==> src/rtl/number_gen.sv <==
// number_gen: sequence generator for the memory game.
// Produces a run of pseudo-random, nonzero 10-bit patterns. Each pattern is
// written once into the number memory and then shown on the display for a
// fixed time, followed by a blank gap. done flags the end of the run.

module number_gen #(
  parameter int          SLOTS       = 10,
  parameter int          SHOW_CYCLES = 25000000,
  parameter int          GAP_CYCLES  = 12500000,
  parameter logic [9:0]  SEED        = 10'h2A5
) (
  input  logic       clk,
  input  logic       clrn,
  input  logic       start,
  input  logic [3:0] count,
  output logic [3:0] wn,
  output logic [9:0] d,
  output logic       we,
  output logic [9:0] num,
  output logic       show,
  output logic       busy,
  output logic       done
);

  // The timer only has to reach the longer of the two phase lengths minus one.
  localparam int MAX_CYCLES = (SHOW_CYCLES > GAP_CYCLES) ? SHOW_CYCLES : GAP_CYCLES;
  localparam int TW         = (MAX_CYCLES > 1) ? $clog2(MAX_CYCLES) : 1;

  localparam logic [TW-1:0] SHOW_LAST = TW'(SHOW_CYCLES - 1);
  localparam logic [TW-1:0] GAP_LAST  = TW'(GAP_CYCLES - 1);
  localparam logic [3:0]    SLOTS_W   = 4'(SLOTS);

  // An all-zero seed would lock the LFSR, so it is replaced by 1.
  localparam logic [9:0]    SEED_EFF  = (SEED == 10'h000) ? 10'h001 : SEED;

  typedef enum logic [1:0] {
    IDLE,
    WRITE,
    SHOW,
    GAP
  } state_t;

  state_t        state, state_n;
  logic [9:0]    lfsr;
  logic [3:0]    cnt, cnt_n;
  logic [3:0]    idx, idx_n;
  logic [9:0]    prev, prev_n;
  logic [TW-1:0] timer, timer_n;
  logic [3:0]    wn_n;
  logic [9:0]    d_n;
  logic          we_n;
  logic [9:0]    num_n;
  logic          show_n;
  logic          busy_n;
  logic          done_n;
  logic [3:0]    count_clamped;

  // A requested length of zero or beyond the memory size means a full run.
  assign count_clamped = ((count == 4'd0) || (count > SLOTS_W)) ? SLOTS_W : count;

  // Free-running LFSR; it keeps stepping in every state so player timing
  // changes which patterns a run draws.
  always_ff @(posedge clk or negedge clrn) begin
    if (!clrn) begin
      lfsr <= SEED_EFF;
    end else begin
      lfsr <= {lfsr[8:0], lfsr[9] ^ lfsr[6]};
    end
  end

  // State, run bookkeeping and all outputs are registered here.
  always_ff @(posedge clk or negedge clrn) begin
    if (!clrn) begin
      state <= IDLE;
      cnt   <= 4'd0;
      idx   <= 4'd0;
      prev  <= 10'd0;
      timer <= '0;
      wn    <= 4'd0;
      d     <= 10'd0;
      we    <= 1'b0;
      num   <= 10'd0;
      show  <= 1'b0;
      busy  <= 1'b0;
      done  <= 1'b0;
    end else begin
      state <= state_n;
      cnt   <= cnt_n;
      idx   <= idx_n;
      prev  <= prev_n;
      timer <= timer_n;
      wn    <= wn_n;
      d     <= d_n;
      we    <= we_n;
      num   <= num_n;
      show  <= show_n;
      busy  <= busy_n;
      done  <= done_n;
    end
  end

  // Next-state and next-output logic; a write is skipped for one cycle when
  // the LFSR happens to match the previous pattern so neighbours always differ.
  always_comb begin
    state_n = state;
    cnt_n   = cnt;
    idx_n   = idx;
    prev_n  = prev;
    timer_n = timer;
    wn_n    = wn;
    d_n     = d;
    we_n    = 1'b0;
    num_n   = num;
    show_n  = show;
    done_n  = done;

    case (state)
      IDLE: begin
        if (start) begin
          cnt_n   = count_clamped;
          idx_n   = 4'd0;
          done_n  = 1'b0;
          prev_n  = 10'd0;
          state_n = WRITE;
        end
      end

      WRITE: begin
        if (lfsr != prev) begin
          we_n    = 1'b1;
          wn_n    = idx;
          d_n     = lfsr;
          num_n   = lfsr;
          show_n  = 1'b1;
          prev_n  = lfsr;
          timer_n = '0;
          state_n = SHOW;
        end
      end

      SHOW: begin
        if (timer == SHOW_LAST) begin
          num_n   = 10'd0;
          show_n  = 1'b0;
          timer_n = '0;
          state_n = GAP;
        end else begin
          timer_n = timer + TW'(1);
        end
      end

      GAP: begin
        if (timer == GAP_LAST) begin
          timer_n = '0;
          if ((idx + 4'd1) == cnt) begin
            done_n  = 1'b1;
            state_n = IDLE;
          end else begin
            idx_n   = idx + 4'd1;
            state_n = WRITE;
          end
        end else begin
          timer_n = timer + TW'(1);
        end
      end

      default: begin
        state_n = IDLE;
      end
    endcase

    busy_n = (state_n != IDLE);
  end

endmodule

==> config.mk <==
export PLATFORM = sky130hd
export DESIGN_NAME = number_gen
export DESIGN_NICKNAME = d
export VERILOG_FILES = /design/src/rtl/number_gen.sv
export SDC_FILE = /design/constraint.sdc
export NUM_CORES = 1
export LEC_CHECK = 0
export CAP_MARGIN = 10
export CORE_MARGIN = 2
export CORE_UTILIZATION = 35
export CTS_CLUSTER_DIAMETER = 150
export DETAILED_ROUTE_END_ITERATION = 6
export PLACE_DENSITY = 0.6
export SYNTH_ARGS = -nofsm -noshare
export SYNTH_HDL_FRONTEND = slang
export SYNTH_SLANG_ARGS = --single-unit
==> constraint.sdc <==
create_clock -name clk -period 2.4 [get_ports clk]
set_input_delay 0.48 -clock clk [delete_from_list [all_inputs] [get_ports clk]]
set_output_delay 0.48 -clock clk [all_outputs]
set_load 0.03 [all_outputs]
==> parameters.txt, run 1 <==
Parameter                              Value

Setup path
  Classification of the worst setup path    flip-flop to flip-flop
  Required arrival time at the worst endpoint    2.63 ns
  Critical path startpoint category    flip-flop
  Sequence of cells on the critical path    ha_2, and4_2, nand2_1, or4_4, and4_4, a221o_1
  Worst path depth    6
  Worst path bufs/invs    0
  Setup slack on the worst flop-to-flop path    approximately 0.075 ns
  Cell with the largest stage delay on the worst path    sky130_fd_sc_hd__or4_4
  Cell depth of the worst flop-to-flop path    6
  Peak fanout along the critical path    20
  Timing startpoint of the critical path    timer[0]
  Reg-to-reg critical path endpoint    timer[21]
  Worst Setup EP    timer[21]
  Sort of element at the end of the critical path    flip-flop
  Slowest stage delay, CP    between 0.6 and 0.7 ns
  Data arrival time of the critical path    approximately 2.6 ns
  Cell class contributing the biggest share of worst-path delay    simple AND/OR/NAND/NOR gates
  Origin of the critical flop-to-flop path    timer[0]

Status
  Result of the run    completed

Timing
  # setup viols final    0
  Least-Margin Pin Slew    between 0.5 and 0.6 ns
  Number of hold violations in the final report    0
  Unrepaired setup endpoints after global routing    yes
  Portion of the clock cycle consumed by the worst path in the final layout    0.969
  Max transition margin    0.630
  Min Clock Period, post-route    2.33 ns
  Fmax    0.430 GHz
  Largest clock skew in the final design    0.0152 ns
  Total Neg Setup Slack    0 ns
  Final count of pins violating max slew    0

Detailed routing
  DRC violation count after routing    0
  Drt first pass iters    4
  Via count    2911
  Iter 0 DRT Violations    115
  Average detailed-routed wire length per instance    15.7 um
  Count of nets left with antenna violations after detail routing    0
  Post-detailed-route via-to-cell ratio    5.45
  Wirelength, routed    8400 um

Yosys
  Dominant cell by count in the synthesized netlist    sky130_fd_sc_hd__dfrtp_1
  Sequential cell area fraction in the yosys report    0.538
  Most used standard cells in the synthesized netlist    78 x sky130_fd_sc_hd__dfrtp_1, 33 x sky130_fd_sc_hd__nand2_1, 24 x sky130_fd_sc_hd__a22o_1
  Cell type with the largest total area after synthesis    sky130_fd_sc_hd__dfrtp_1
  Post-synth top flop    sky130_fd_sc_hd__dfrtp_1
  Number of flops mapped to enable cells by yosys    0
  Fraction of post-synthesis cell area in the top cell type by area    0.504
  Async S/R FF share, synth    1.00
  Post-Synthesis Cells    344
  Count of synthesis-stage warnings from yosys    0
  Netlist Area Pre-Place    0.00387 mm2
  Synthesized netlist net count    353
  Cell variety after synth    60
  Number of register bits inferred by synthesis    83
  Per-instance average area after synthesis    11.3 um2
  Main area contributors after synthesis    sky130_fd_sc_hd__dfrtp_1 50%, sky130_fd_sc_hd__a22o_1 5.4%, sky130_fd_sc_hd__mux2_2 4.1%

Global routing
  Sum of overflow across all layers after global routing    0
  Initial antenna violation count    0
  Maximum number of pins on one net before global-route repair    just over 50
  First-pass GRT wire length    14300 um
  Vias in the first global route    2886
  Global router's overall resource usage    0.152

Pwr
  Net switching power    0.586 mW
  Leakage dissipation    2.00 nW
  Power density normalized to cell area    557 mW/mm2
  Worst-case vdd ir drop    0.000329 V
  Clk pwr share    0.445
  Proportion of total power due to net switching    0.225
  Internal Dissipation    2.02 mW
  Flop pwr share    0.537
  Proportion of power drawn by combinational gates    0.018

CTS
  Clock root buffer    sky130_fd_sc_hd__clkbuf_8
  Clock Sink Count    83
  Total clock buffers created by CTS    9
  Max Buffers Root-to-Sink    2
  Number of post-CTS setup repair buffers    0
  TritonCTS clock tree    done
  Clock transition at the registers of the reported paths    around 0.1 ns
  Worst-Skew Late Latency    0.35 ns
  Clock H-tree levels    3

Worst hold path
  Classification of the worst-slack hold path    input port to async pin

Final layout
  Antenna diode instance count    0
  Synthesis-to-finish area growth    20.5%
  Nets    398
  Number of fillers in the final layout    slightly above 1000
  Post-route non-filler standard cell count    534
  Share of cells above drive strength 1    0.178

Die
  Standard cell core area    approximately 0.011 mm2
  Number of primary I/O pins    35
  Starting utilization of the core area    0.357
  Overall die width    roughly 110 um
  Area of the die    0.0119 mm2
  Vertical extent of the die    between 100 and 150 um
  Total number of placement rows    38

Placed design
  Placed instance count    518
  Placed wire-length estimate after detailed placement    5700 um
  Placer congestion estimate    0.827
  Port buffer count    34

Job
  Max Cap Viol    0
per-layer routing:
| metal | part of all wire | GRT usage |
|---|---|---|
| met5 | 0 | 0 |
| met4 | 0.0057 | 0.0461 |
| met3 | 0.052 | 0.0323 |
| met2 | 0.48 | 0.240 |
| met1 | 0.46 | 0.211 |
cell usage in the layout, fill, tap and decap left out, types with 3 or more instances in the layout:
cell                              netlist  final
sky130_fd_sc_hd__clkdlybuf4s50_1        0     33
sky130_fd_sc_hd__nand2_1               33     32
sky130_fd_sc_hd__a21oi_1                4      4
sky130_fd_sc_hd__and3_1                 3      3
sky130_fd_sc_hd__inv_6                  0      3
sky130_fd_sc_hd__xor2_1                 8      8
sky130_fd_sc_hd__o21ai_0               16     16
sky130_fd_sc_hd__a22o_1                24     24
sky130_fd_sc_hd__nand3_1               13     13
sky130_fd_sc_hd__nor3_1                 8      8
sky130_fd_sc_hd__nor2_1                13     13
sky130_fd_sc_hd__mux2i_1                4      4
sky130_fd_sc_hd__nor2b_1                3      3
sky130_fd_sc_hd__dfrtp_1               78     78
sky130_fd_sc_hd__mux2_2                14     14
sky130_fd_sc_hd__and4_1                 4      3
sky130_fd_sc_hd__o211ai_1               3      3
sky130_fd_sc_hd__dfstp_2                5      5
sky130_fd_sc_hd__buf_4                  3     15
sky130_fd_sc_hd__inv_1                  6      6
sky130_fd_sc_hd__nor4_1                 4      4
sky130_fd_sc_hd__or3_1                  4      4
sky130_fd_sc_hd__clkbuf_8               0      9
sky130_fd_sc_hd__a31oi_1               11     11
sky130_fd_sc_hd__xnor2_1               14     14
sky130_fd_sc_hd__nand4_1               12     12
power groups by stage:
stage	combinational, mW	sequential [mW]	clock, mW
after floorplan	0.00326	1.43	0
after global placement	0.0481	1.43	0
after detailed placement	0.0494	1.43	0
after CTS	0.0496	1.40	1.20
after global routing	0.0547	1.40	1.24
final	0.0465	1.40	1.16
worst register-to-register path, cell delays in order, from the launching register on:
cell                      delay [ns]
sky130_fd_sc_hd__dfrtp_1        0.43
sky130_fd_sc_hd__ha_2           0.24
sky130_fd_sc_hd__and4_2         0.27
sky130_fd_sc_hd__nand2_1        0.12
sky130_fd_sc_hd__or4_4          0.65
sky130_fd_sc_hd__and4_4         0.23
sky130_fd_sc_hd__a221o_1        0.26
flip-flops by register name (all words and copies together), names as in the netlist:
register and flops:
timer 25, d 10, lfsr 10, num 10, prev 10, cnt 4, idx 4, wn 4
state 2, busy 1, done 1, show 1, we 1
worst min-delay path by stage:
stage / end / slack, ns
6_report: timer[12] / 0.06
5_1_grt: timer[9] / 0.09
4_1_cts: timer[12] / 0.06
3_5_place_dp: lfsr[3] / 0.43
3_3_place_gp: lfsr[3] / 0.43
2_1_floorplan: busy / 0.18
kinds of logic after synthesis:
logic type	after synthesis	share of synthesized area
and+or+nand+nor	114	0.162
AOI/OAI and AO/OA	83	0.159
DFF	83	0.538
xor gates and xnor gates	23	0.0555
buffers and inverters	21	0.0281
muxes	18	0.0510
adders and majority gates	2	0.00646
final cells by class:
class                   count  area, um2  area share
clock buffers               9        124      0.0265
clock inverters             7        106      0.0228
inverters                   6       22.5     0.00482
multi-input cells         240       1700       0.363
flip-flops and latches     83       2080       0.446
well taps                 140        175      0.0375
repair buffers             49        463      0.0991
what timing repair did:
action	in CTS	in global routing
hold buffers	0	0
resized for setup	0	3
setup endpoints to repair	0	11
per-stage QoR:
| stage | hold slack (ns) | instance area [um2] | utilization | total power [mW] | worst slack (ns) |
|---|---|---|---|---|---|
| final | 0.0612 | 4670 | 0.431 | 2.60 | 0.0747 |
| after global routing | 0.0867 | 4670 | 0.431 | 2.69 | -0.0140 |
| after CTS | 0.0649 | 4660 | 0.430 | 2.64 | 0.0453 |
| after detailed placement | 0.430 | 4430 | 0.409 | 1.47 | 0.0725 |
| after global placement | 0.430 | 4430 | 0.409 | 1.47 | 0.137 |
| after floorplan | 0.184 | 3870 | - | 1.43 | 0.297 |
(Power assumes the default switching activity.)
==> inputs of run 2 (changes only) <==
--- a/config.mk
+++ b/config.mk
@@ -5,6 +5,7 @@
 export SDC_FILE = /design/constraint.sdc
 export NUM_CORES = 1
 export LEC_CHECK = 0
+export ABC_AREA = 1
 export CAP_MARGIN = 10
 export CORE_MARGIN = 2
 export CORE_UTILIZATION = 35
==> run 2 against run 1 <==
Against the previous run:
- maximum frequency increased by 14%
- setup slack improved by 0.29 ns
- largest cell class unchanged
- highest routed layer unchanged
- synthesized cell count increased by 67%
- sequential share of layout area fell by 4.4 points
- critical path depth increased by 3
- non-clock buffer count down 10
==> parameters.txt, run 2 <==
Parameter                              Value

CTS
  Post-cts hold buffer count    0 (unchanged)
  Clock Sink Count    83 (unchanged)
  Worst-Skew Late Latency    0.35 ns (about the same)
  TritonCTS clock tree    done
  Clock H-tree levels    3 (unchanged)
  Total clock buffers created by CTS    9 (unchanged)
  Clock transition at the registers of the reported paths    0.07 ns (-0.03 ns)
  Cts repair resizes    0 (unchanged)
  Max Buffers Root-to-Sink    2 (unchanged)
  Clock root buffer    sky130_fd_sc_hd__clkbuf_16
  Number of post-CTS setup repair buffers    0 (unchanged)

Global routing
  First-pass GRT wire length    18700 um (+30%)
  Sum of overflow across all layers after global routing    0 (unchanged)
  Maximum number of pins on one net before global-route repair    52 (+2.0%)
  Global router's overall resource usage    0.180 (+0.0277)
  Initial antenna violation count    0 (unchanged)
  Vias in the first global route    3783 (+31%)

Detailed routing
  Average detailed-routed wire length per instance    14.0 um (-11%)
  Via count    3765 (+29%)
  Post-detailed-route via-to-cell ratio    4.80 (-12%)
  Wirelength, routed    11000 um (+31%)
  Drt first pass iters    7 (+3)
  Iter 0 DRT Violations    241 (+110%)
  Count of nets left with antenna violations after detail routing    0 (unchanged)
  DRC violation count after routing    0 (unchanged)

Final layout
  Synthesis-to-finish area growth    19.3%
  Highest-count cells in the layout ignoring fill and taps    207 x sky130_fd_sc_hd__nand2_1, 78 x sky130_fd_sc_hd__dfrtp_1, 63 x sky130_fd_sc_hd__inv_1, 54 x sky130_fd_sc_hd__nand3_1, 45 x sky130_fd_sc_hd__nor2_1
  Nets    621 (+56%)
  Leading cell type in the layout, fill and taps excluded    sky130_fd_sc_hd__nand2_1
  Register containing the most flip-flops in the final layout    timer
  Post-route cell area    0.00518 mm2 (+11%)
  Share of cells above drive strength 1    0.0859 (-0.0918)
  Antenna diode instance count    0 (unchanged)
  Max reg flops    25 (unchanged)

Pwr
  Leakage dissipation    2.57 nW (+29%)
  Power density normalized to cell area    566 mW/mm2 (+1.5%)
  Worst-case vdd ir drop    0.000549 V (+67%)

Yosys
  Most used standard cells in the synthesized netlist    207 x sky130_fd_sc_hd__nand2_1, 78 x sky130_fd_sc_hd__dfrtp_1, 63 x sky130_fd_sc_hd__inv_1
  Post-synth top flop    sky130_fd_sc_hd__dfrtp_1
  Post-Synthesis Cells    574 (+67%)
  Async S/R FF share, synth    1.00 (unchanged)
  Count of synthesis-stage warnings from yosys    0 (unchanged)
  Fraction of post-synthesis cell area in the top cell type by area    0.450 (-0.0539)
  Cell variety after synth    37 (-38%)
  Dominant cell by count in the synthesized netlist    sky130_fd_sc_hd__nand2_1
  Sequential cell area fraction in the yosys report    0.480 (-0.0575)
  Netlist Area Pre-Place    0.00434 mm2 (+12%)
  Number of register bits inferred by synthesis    83 (unchanged)
  Synthesized netlist net count    583 (+65%)
  Number of flops mapped to enable cells by yosys    0 (unchanged)
  Cell type with the largest total area after synthesis    sky130_fd_sc_hd__dfrtp_1
  Per-instance average area after synthesis    7.56 um2 (-33%)
  Main area contributors after synthesis    sky130_fd_sc_hd__dfrtp_1 45%, sky130_fd_sc_hd__nand2_1 18%, sky130_fd_sc_hd__nand3_1 6.2%

Worst hold path
  Classification of the worst-slack hold path    input port to async pin

Placed design
  DP Area    0.00486 mm2 (+9.6%)
  Port buffer count    34 (unchanged)
  Placer congestion estimate    0.887 (+7.3%)
  Placed wire-length estimate after detailed placement    8020 um (+41%)

Job
  Max Cap Viol    0 (unchanged)

Die
  Total number of placement rows    40 (+5.3%)
  Area of the die    0.0133 mm2 (+12%)
  Overall die width    115 um (+5.6%)
  Number of primary I/O pins    35 (unchanged)
  Starting utilization of the core area    0.360 (+0.00229)
  Vertical extent of the die    115 um (+5.6%)
  Standard cell core area    0.0121 mm2 (+11%)

Status
  Result of the run    completed

Setup path
  Required arrival time at the worst endpoint    2.68 ns (+0.05 ns)
  Classification of the worst setup path    flip-flop to flip-flop
  Setup slack on the worst flop-to-flop path    0.37 ns (+0.29 ns)
  Peak fanout along the critical path    12 (-40%)
  Critical path startpoint category    flip-flop
  Origin of the critical flop-to-flop path    timer[1]
  Sort of element at the end of the critical path    flip-flop
  Reg-to-reg critical path endpoint    busy
  Data arrival time of the critical path    2.32 ns (-0.24 ns)
  Cell depth of the worst flop-to-flop path    9 (+3)
  Timing startpoint of the critical path    timer[1]

Timing
  Total Neg Setup Slack    0 ns (unchanged)
  Largest clock skew in the final design    0.00879 ns (-0.00637 ns)
  Number of hold violations in the final report    0 (unchanged)
  Final count of pins violating max slew    0 (unchanged)
  Min Clock Period, post-route    2.03 ns (-0.293 ns)
  Portion of the clock cycle consumed by the worst path in the final layout    0.847 (-0.122)
  Max transition margin    0.618 (-0.0119)
  Fmax    0.492 GHz (+14%)
  Unrepaired setup endpoints after global routing    no
  # setup viols final    0 (unchanged)
  Least-Margin Pin Slew    0.571 ns (+0.0162 ns)
run 2: cell types whose count changed after synthesis, moves of 14 or more:
cell                      change
sky130_fd_sc_hd__nor2_1      +32
sky130_fd_sc_hd__mux2_2      -14
sky130_fd_sc_hd__a22o_1      -24
sky130_fd_sc_hd__inv_1       +57
sky130_fd_sc_hd__nand3_1     +41
sky130_fd_sc_hd__nand2_1    +174
run 2: stage by stage:
step                      worst slack (ns)  std cells  hold slack (ns)   util  power (mW)
after CTS                            0.348        785           0.0860  0.429        2.98
after floorplan                      0.789        574            0.184      -        1.43
after detailed placement             0.371        769            0.406  0.403        1.47
final                                0.368        785           0.0725  0.429        2.93
after global routing                 0.115        785            0.103  0.429        3.05
after global placement               0.387        769            0.403  0.403        1.47
run 2: worst max path at each step:
stage / endpoint / slack, ns
final: busy / 0.37
after global routing: busy / 0.12
after global placement: busy / 0.39
after floorplan: timer[17] / 0.79
after CTS: busy / 0.35
after detailed placement: busy / 0.37
run 2: critical path, cell delays in order (launching register included):
cell                      delay [ns]
sky130_fd_sc_hd__dfrtp_1        0.39
sky130_fd_sc_hd__ha_1           0.27
sky130_fd_sc_hd__nand2_1        0.11
sky130_fd_sc_hd__nor2_2         0.16
sky130_fd_sc_hd__nand2_1        0.13
sky130_fd_sc_hd__nor2_1         0.12
sky130_fd_sc_hd__nand3_1        0.43
sky130_fd_sc_hd__nand3_1        0.24
sky130_fd_sc_hd__nor2_1         0.07
sky130_fd_sc_hd__nand3_1        0.07
run 2: layer usage:
layer,vias up,routed length [um],GRT usage
li1,1897,-,-
met1,1761,5030,0.230
met2,90,5260,0.302
met3,17,519,0.0459
met4,0,186,0.0530
met5,-,0,0
run 2: power by group:
group	switching (mW)	internal [mW]
clock	0.649	0.838
combinational	0.0315	0.0124
sequential	0	1.40
total	0.680	2.25
run 2: cell type report:
class	count	area (um2)
inverter	70	263
tap	168	210
clock inverter	7	93.8
fill	1227	6880
timing repair buffer	39	388
sequential	83	2080
clock buffer	9	225
multi-input combinational	409	1910
run 2: kinds of logic after synthesis:
family / after synthesis / share of synthesized area
simple gates: 355 / 0.356
flops: 83 / 0.480
buf+inv: 82 / 0.0787
compound gates: 39 / 0.0531
xor+xnor: 13 / 0.0262
fa+ha+maj: 2 / 0.00577
==> inputs of run 3 (changes only) <==
--- a/config.mk
+++ b/config.mk
@@ -11,7 +11,7 @@
 export CORE_UTILIZATION = 35
 export CTS_CLUSTER_DIAMETER = 150
 export DETAILED_ROUTE_END_ITERATION = 6
-export PLACE_DENSITY = 0.6
+export PLACE_DENSITY = 0.61
 export SYNTH_ARGS = -nofsm -noshare
 export SYNTH_HDL_FRONTEND = slang
 export SYNTH_SLANG_ARGS = --single-unit
==> constraint.sdc (replaced) <==
create_clock -name clk -period 1.65 [get_ports clk]
set_input_delay 0.33 -clock clk [delete_from_list [all_inputs] [get_ports clk]]
set_output_delay 0.33 -clock clk [all_outputs]
set_load 0.03 [all_outputs]
==> run 3 against run 2 <==
Against the previous run:
- sequential share of layout area decreased by 5.7 points
- wire length increased by 13%
- largest cell class is now multi-input gates
- hold slack better by 0.35 ns
- the flow now finishes with violations (setup timing)
- highest routed layer unchanged
- critical endpoint is now timer[10]
- first-iteration DRC count rose by 1.7%
- maximum frequency grew 20%
==> parameters.txt, run 3 (synthesis gave the netlist of run 2 again) <==
Parameter                              Value

Timing
  Max transition margin    0.687 (+0.0692)
  Number of hold violations in the final report    0 (unchanged)
  Final count of pins violating max slew    0 (unchanged)
  # setup viols final    18 (+18)
  Least-Margin Pin Slew    0.467 ns (-0.104 ns)
  Min Clock Period, post-route    1.69 ns (-0.338 ns)
  Minimum setup slack in the final design    -0.0438 ns (-0.412 ns)
  Fmax    0.590 GHz (+20%)
  Largest clock skew in the final design    0.00845 ns (-0.000336 ns)
  Portion of the clock cycle consumed by the worst path in the final layout    1.03 (+0.180)
  Final hold slack    0.422 ns (+0.349 ns)
  Unrepaired setup endpoints after global routing    yes

Placed design
  Placed instance count    824 (+7.2%)
  Setup Slack @ Placement    -0.127 ns (-0.498 ns)
  Placer congestion estimate    0.937 (+5.6%)
  Placed wire-length estimate after detailed placement    8630 um (+7.7%)
  Port buffer count    34 (unchanged)

Die
  Vertical extent of the die    115 um (unchanged)
  Number of primary I/O pins    35 (unchanged)
  Starting utilization of the core area    0.360 (unchanged)
  Total number of placement rows    40 (unchanged)
  Area of the die    0.0133 mm2 (unchanged)
  Standard cell core area    0.0121 mm2 (unchanged)
  Overall die width    115 um (unchanged)

Detailed routing
  Drt first pass iters    4 (-3)
  Iter 0 DRT Violations    245 (+1.7%)
  Average detailed-routed wire length per instance    14.5 um (+3.8%)
  Count of nets left with antenna violations after detail routing    0 (unchanged)
  DRC violation count after routing    0 (unchanged)
  Via count    4115 (+9.3%)
  Wirelength, routed    12400 um (+13%)
  Post-detailed-route via-to-cell ratio    4.82 (+0.47%)

Final layout
  Share of cells above drive strength 1    0.273 (+0.187)
  Number of fillers in the final layout    1157 (-5.7%)
  Nets    690 (+11%)
  Register containing the most flip-flops in the final layout    timer
  Area of the multi-input gates    0.00221 mm2 (+15%)
  Synthesis-to-finish area growth    39.2%
  Antenna diode instance count    0 (unchanged)
  Register Area    0.00209 mm2 (+0.24%)
  Max reg flops    25 (unchanged)
  Post-route non-filler standard cell count    854 (+8.8%)
  Post-route core utilization    0.501 (+0.0715)
  Leading cell type in the layout, fill and taps excluded    sky130_fd_sc_hd__nand2_1
  Highest-count cells in the layout ignoring fill and taps    184 x sky130_fd_sc_hd__nand2_1, 74 x sky130_fd_sc_hd__dfrtp_1, 60 x sky130_fd_sc_hd__inv_1, 58 x sky130_fd_sc_hd__buf_4, 44 x sky130_fd_sc_hd__nand3_1

Worst hold path
  Classification of the worst-slack hold path    flip-flop to flip-flop
  Start point of the worst min-delay path    lfsr[8]
  Endpoint of the worst hold-timing path    lfsr[9]
  Cell count of the worst hold path    0

Global routing
  Initial antenna violation count    0 (unchanged)
  Maximum number of pins on one net before global-route repair    35 (-33%)
  Global router's overall resource usage    0.192 (+0.0117)
  Vias in the first global route    4098 (+8.3%)
  Sum of overflow across all layers after global routing    0 (unchanged)
  First-pass GRT wire length    19900 um (+6.5%)

Setup path
  Peak fanout along the critical path    6 (-6)
  Cell class contributing the biggest share of worst-path delay    simple AND/OR/NAND/NOR gates
  Critical path startpoint category    flip-flop
  Required arrival time at the worst endpoint    1.92 ns (-0.76 ns)
  Cell with the largest stage delay on the worst path    sky130_fd_sc_hd__dfstp_2
  Worst path depth    11 (+2)
  Cell depth of the worst flop-to-flop path    11 (+2)
  Classification of the worst setup path    flip-flop to flip-flop
  Origin of the critical flop-to-flop path    lfsr[9]
  Sequence of cells on the critical path    inv_2, nand2_2, nand2_2, nor2_1, nand2_1, nor2_2, nand2_2, nand2_4, nand2_4, buf_8, o21ai_1
  Data arrival time of the critical path    1.97 ns (-0.35 ns)
  Setup slack on the worst flop-to-flop path    -0.04 ns (-0.41 ns)
  Sort of element at the end of the critical path    flip-flop
  Reg-to-reg critical path endpoint    timer[10]
  Worst path bufs/invs    2 (+2)
  Cell with the most instances on the worst path    sky130_fd_sc_hd__nand2_2
  Slowest stage delay, CP    0.55 ns (+0.12 ns)

Pwr
  Worst-case vdd ir drop    0.000607 V (+10%)
  Total chip power    4.11 mW (+40%)
  Power density normalized to cell area    680 mW/mm2 (+20%)
  Leakage dissipation    3.14 nW (+22%)

CTS
  Total clock buffers created by CTS    9 (unchanged)
  Worst-Skew Late Latency    0.35 ns (about the same)
  TritonCTS clock tree    done
  Max Buffers Root-to-Sink    2 (unchanged)
  Clock transition at the registers of the reported paths    0.07 ns (about the same)
  Clock Sink Count    83 (unchanged)
  Clock root buffer    sky130_fd_sc_hd__clkbuf_16
  Clock H-tree levels    3 (unchanged)

Status
  Result of the run    complete, but fails checks
  Violations in the final reports    setup timing

Job
  Max Cap Viol    0 (unchanged)
[run 3: cell types whose count changed in the layout (fill, tap and decap cells not counted), sizes merged]
cell,previous run,this run
dlygate4sd2,0,28
bufinv,1,0
dlygate4sd3,0,1
nand2,211,213
clkdlybuf4s50,33,5
buf,6,70
clkbuf,9,12
[run 3: final cells by class]
class | instances | share of cell area
Tap cell | 168 | 0.0348
Clock buffer | 10 | 0.0396
Inverter | 70 | 0.0456
Multi-Input combinational cell | 411 | 0.366
Timing Repair Buffer | 106 | 0.160
Clock inverter | 6 | 0.00891
Sequential cell | 83 | 0.346
[run 3: power by group]
part	total, mW	leakage, nW	internal [mW]	switching [mW]
Sequential	2.03	1.09	2.03	0
Combinational	0.0710	1.91	0.0240	0.0470
Clock	2.00	0.142	1.09	0.910
[run 3: per-layer routing]
metal | global-route usage | vias to the layer above | share of wire
li1 | - | 2044 | -
met1 | 0.244 | 1966 | 0.43
met2 | 0.325 | 85 | 0.50
met3 | 0.0448 | 20 | 0.044
met4 | 0.0578 | 0 | 0.022
met5 | 0 | - | 0
[run 3: how the worst max path moves through the flow]
stage / startpoint / end
2_1_floorplan: timer[0] / timer[17]
3_3_place_gp: lfsr[7] / prev[1]
3_5_place_dp: lfsr[7] / prev[6]
4_1_cts: lfsr[9] / timer[20]
5_1_grt: lfsr[7] / timer[7]
6_report: lfsr[9] / timer[10]
[run 3: worst reg2reg max path: cells and delay by family, from the launching register on]
kind / cells / cell delay (ns)
AOI/OAI and AO/OA: 1 / 0.11
buffers and inverters: 2 / 0.20
DFF: 1 / 0.55
and+or+nand+nor: 8 / 0.76
[run 3: through the flow]
step / setup TNS, ns / cell area [um2]
finish: -0.476 / 6040
global route: -5.71 / 6040
CTS: -0.777 / 5790
detailed placement: -4.77 / 5270
global placement: -3.50 / 5270
floorplan: 0 / 4340
[run 3: repair_timing]
action	CTS	global route
gates cloned	1	4
pin swaps	12	13
buffers inserted	8	1
endpoints found under the setup margin	90	67
gates resized for setup	74	57
endpoints found under the hold margin	27	0
hold buffers	1	0
